**src/rtl/delay_line_sched.sv**
```systemverilog
// delay_line_sched: valid/ready sequencer for an enable-gated tap delay line with fill tracking and zero-flush
module delay_line_sched #(
  parameter int DATA_W = 16,
  parameter int DEPTH = 8,
  localparam int CNT_W = $clog2(DEPTH + 1)
) (
  input  logic              clk,
  input  logic              rst_n,
  input  logic [DATA_W-1:0] s_data,
  input  logic              s_valid,
  output logic              s_ready,
  input  logic              flush_req,
  output logic              shift_en,
  output logic [DATA_W-1:0] shift_data,
  output logic [CNT_W-1:0]  fill_cnt,
  output logic              line_full,
  output logic              tap_valid,
  output logic              busy
);
  localparam logic [0:0] IDLE = 1'b0;
  localparam logic [0:0] FLUSH = 1'b1;
  localparam logic [CNT_W-1:0] FULL = CNT_W'(DEPTH);
  logic [0:0] state;
  logic [CNT_W-1:0] flush_cnt;
  logic sample_shift;
  assign s_ready = state == IDLE && !flush_req;
  assign busy = state == FLUSH;
  assign line_full = fill_cnt == FULL;
  assign sample_shift = shift_en && state == IDLE;
  always_ff @(posedge clk)
    if (!rst_n) begin
      state <= IDLE;
      shift_en <= 1'b0;
      shift_data <= '0;
      fill_cnt <= '0;
      tap_valid <= 1'b0;
      flush_cnt <= '0;
    end else if (state == FLUSH) begin
      state <= flush_cnt == '0 ? IDLE : FLUSH;
      shift_en <= flush_cnt != '0;
      flush_cnt <= flush_cnt - CNT_W'(1);
      tap_valid <= 1'b0;
    end else if (flush_req) begin
      state <= FLUSH;
      shift_en <= 1'b1;
      shift_data <= '0;
      fill_cnt <= '0;
      tap_valid <= 1'b0;
      flush_cnt <= FULL - CNT_W'(1);
    end else begin
      shift_en <= s_valid;
      shift_data <= s_valid ? s_data : shift_data;
      fill_cnt <= fill_cnt + CNT_W'(sample_shift && !line_full);
      tap_valid <= sample_shift && fill_cnt >= FULL - CNT_W'(1);
    end
endmodule

```
**config.mk**
```make
export PLATFORM = sky130hd
export DESIGN_NAME = delay_line_sched
export DESIGN_NICKNAME = d
export VERILOG_FILES = /design/src/rtl/delay_line_sched.sv
export SDC_FILE = /design/constraint.sdc
export NUM_CORES = 1
export LEC_CHECK = 0
export ABC_AREA = 1
export BUFFER_PORTS_ARGS = -buffer_cell sky130_fd_sc_hd__buf_4
export CAP_MARGIN = 0
export CORE_ASPECT_RATIO = 0.8
export CORE_MARGIN = 5
export CORE_UTILIZATION = 35
export CTS_BUF_LIST = sky130_fd_sc_hd__clkbuf_8 sky130_fd_sc_hd__clkbuf_16
export DETAILED_ROUTE_END_ITERATION = 12
export SLEW_MARGIN = 10
export SYNTH_ARGS = -nofsm -noshare
export SYNTH_HDL_FRONTEND = slang
export SYNTH_SLANG_ARGS = --single-unit
```
**constraint.sdc**
```tcl
create_clock -name clk -period 2.9 [get_ports clk]
set_clock_uncertainty 0.15 [all_clocks]
set_input_delay 0.29 -clock clk [delete_from_list [all_inputs] [get_ports clk]]
set_output_delay 0.29 -clock clk [all_outputs]
set_load 0.02 [all_outputs]
```
==> impl_metrics.env <==
export IMPL_outcome="complete, no violations"
export IMPL_gp_congestion=0.852
export IMPL_avgSynthCellArea_sq_um=8.77
export IMPL_yosysUniqueCellTypes=23
export IMPL_clkLatencyLatePin_ps=270
export IMPL_dp_hpwl_mm=2.29
export IMPL_grt_pass1_vias=1134
export IMPL_synth_net_count=173
export IMPL_grt_ovfl_total=0
export IMPL_stdcell_area_sq_um=1640
export IMPL_fin_cells=230
export IMPL_setup_viol=0
export IMPL_synthXorXnorAreaFrac_pct=0
export IMPL_intPower_mw=0.542
export IMPL_power_switching_mw=0.217
export IMPL_min_path_type="in -> reg"
export IMPL_power_leakage_nw=0.685
export IMPL_drive_above_1_share_pct=37.2
export IMPL_cp_end_kind="output port"
export IMPL_yosysTopAreaCell="dfxtp_1"
export IMPL_synth_area_mux_share_pct=0
export IMPL_diodes=0
export IMPL_synth_area_leaders="dfxtp_1 (41%), nand3_1 (12%), a21oi_2 (6.7%), nand3_2 (6.1%), a21oi_1 (5.7%)"
export IMPL_power_mw=0.759
export IMPL_p_comb_share_pct=19.7
export IMPL_die_y_um=64.6
export IMPL_synthAdderAreaFrac_pct=3.83
export IMPL_antenna_found_initial=0
export IMPL_area_growth_pct=25.6
export IMPL_netlist_instances=149
export IMPL_firstDrtPassIters=4
export IMPL_wl_per_cell_um=13.4
export IMPL_dp_worst_setup_slack_ps=1170
export IMPL_yosysTopAreaCellShare_pct=41.4
export IMPL_path_clk_slew_ps=90
export IMPL_cts_max_level=1
export IMPL_dieArea_sq_um=5060
export IMPL_p_per_area_nw_per_um2=463
export IMPL_cts_tree="done"
export IMPL_path_max_fanout=22
export IMPL_cp_required_ps=2460
export IMPL_final_util_pct=46.6
export IMPL_synth_simple_area_share_pct=29.3
export IMPL_syn_cell_area_sq_um=1310
export IMPL_numPlacedInstances=226
export IMPL_cap_violations=0
export IMPL_synth_top_family_by_area="simple AND/OR/NAND/NOR gates"
export IMPL_hold_ws_ps=142
export IMPL_fin_nets=213
export IMPL_seq_power_share_pct=53.2
export IMPL_ioPinCount=45
export IMPL_peakVddDrop_mv=0.309
export IMPL_setup_slack_ps=985
export IMPL_clock_sinks=27
export IMPL_drt_initial_drc_count=75
export IMPL_grt_pass1_wl_mm=5.25
export IMPL_startpoint_type="register"
export IMPL_cts_repair_resize_count=0
export IMPL_drt_wl_total_mm=3.09
export IMPL_postRouteAntennaNets=0
export IMPL_setup_tns_ps=0
export IMPL_grt_setup_unrepaired="no"
export IMPL_post_route_drc_count=0
export IMPL_multi_input_area_sq_um=619
export IMPL_postCtsSetupBuffers=0
export IMPL_ys_ff_latch=27
export IMPL_ys_seq_area_share_pct=41.4
export IMPL_synth_compound_area_share_pct=14.3
export IMPL_pwr_share_clk_pct=27.1
export IMPL_io_buffer_count=44
export IMPL_grt_max_degree=23
export IMPL_sw_frac_of_total_pct=28.6
export IMPL_max_freq_mhz=522
export IMPL_tightest_slew_ps=520
export IMPL_critPathKind="reg -> out"
export IMPL_final_hold_viol_count=0
export IMPL_period_share_pct=66.0
export IMPL_period_minus_slack_ps=1910
export IMPL_vias=1158
export IMPL_cts_hold_buf=0
export IMPL_timing_final_max_slew_violations=0
export IMPL_cts_made_buffers=3
export IMPL_max_slew_margin_pct=65.3
export IMPL_initial_utilization_pct=37.1
export IMPL_clk_path_buf_depth=2
export IMPL_register_area_sq_um=541
export IMPL_fillers=357
export IMPL_grt_util_all_layers_pct=12.8
export IMPL_yosysWarnings=0
export IMPL_vias_per_cell=5.03
export IMPL_rows=19
export IMPL_core_area_sq_um=3520
export IMPL_cts_root_buffer="clkbuf_8"
export IMPL_die_width_um=78.3
export IMPL_dpl_cell_area_sq_um=1600
export IMPL_crit_arrival_ps=1470
==> routing by layer <==
| layer | GRT usage, % | vias to the layer above | share of wire, % |
|---|---|---|---|
| met2 | 21.0 | 31 | 45 |
| met4 | 1.31 | 0 | 0.32 |
| met3 | 4.71 | 2 | 6.4 |
| met5 | 0 | - | 0 |
| li1 | - | 589 | - |
| met1 | 16.8 | 536 | 48 |
==> flip-flops by register name (all words and copies together) (netlist names) <==
name / count
busy: 1
flush_cnt: 4
fill_cnt: 4
shift_data: 16
tap_valid: 1
shift_en: 1
==> worst max-delay path, stage by stage (launching register included) <==
cell and delay (ps):
dfxtp_1 480, nor2_4 490, buf_4 240
==> cell families (layout without fill, tap and decap cells) <==
kind of cell	Yosys count	count (layout)
AND/OR/NAND/NOR	69	69
buffers and inverters	20	59
flip-flops	27	27
adder cells (fa/ha/maj)	4	4
AO/OA/AOI/OAI	29	29
==> placed cells by master (no fill, tap or decap) <==
master and n:
o31ai_1 1, buf_4 45, nor2_1 8, nand3_2 8
a31oi_1 1, ha_1 4, nand2_8 1, o21ai_0 2
dfxtp_1 27, a21oi_1 15, nand3_1 32, nor2_4 1
clkbuf_8 3, nand2_1 17, nand2_4 1, inv_1 10
nor4_1 1, inv_8 1, a21oi_2 10
==> Yosys cell counts <==
master	number
nor4_1	1
buf_4	3
buf_6	3
nand2_4	1
clkbuf_2	1
inv_1	9
nand2_8	1
inv_8	1
nand3_1	32
a21oi_2	10
dfxtp_1	27
nand2_1	17
a31oi_1	1
nor2_1	8
o31ai_1	1
buf_8	1
a21oi_1	15
buf_2	1
ha_1	4
nand3_2	8
buf_12	1
o21ai_0	2
nor2_4	1
==> final timing paths <==
path,startpoint,endpoint,slack [ps],cells after the start
max,busy$_SDFF_PN0_,s_ready,990,2
min,s_data[10],shift_data[10]$_SDFFE_PN0P_,140,3
max reg2reg,busy$_SDFF_PN0_,fill_cnt[2]$_SDFFE_PN0N_,1150,7
min reg2reg,shift_data[2]$_SDFFE_PN0P_,shift_data[2]$_SDFFE_PN0P_,330,2
==> layout make-up <==
class	instances	area share, %
clock inverter	1	0.229
clock buffer	3	2.52
timing repair buffer	45	20.6
tap	42	3.20
inverter	10	2.75
sequential	27	33.0
multi-input combinational	102	37.8
==> power by group through the flow <==
stage | combinational, mW | sequential, mW | clock (mW)
finish | 0.149 | 0.404 | 0.206
global route | 0.166 | 0.407 | 0.235
CTS | 0.152 | 0.404 | 0.214
detailed placement | 0.152 | 0.412 | 0
global placement | 0.150 | 0.411 | 0
floorplan | 0.101 | 0.420 | 0
(Power assumes the default switching activity.)
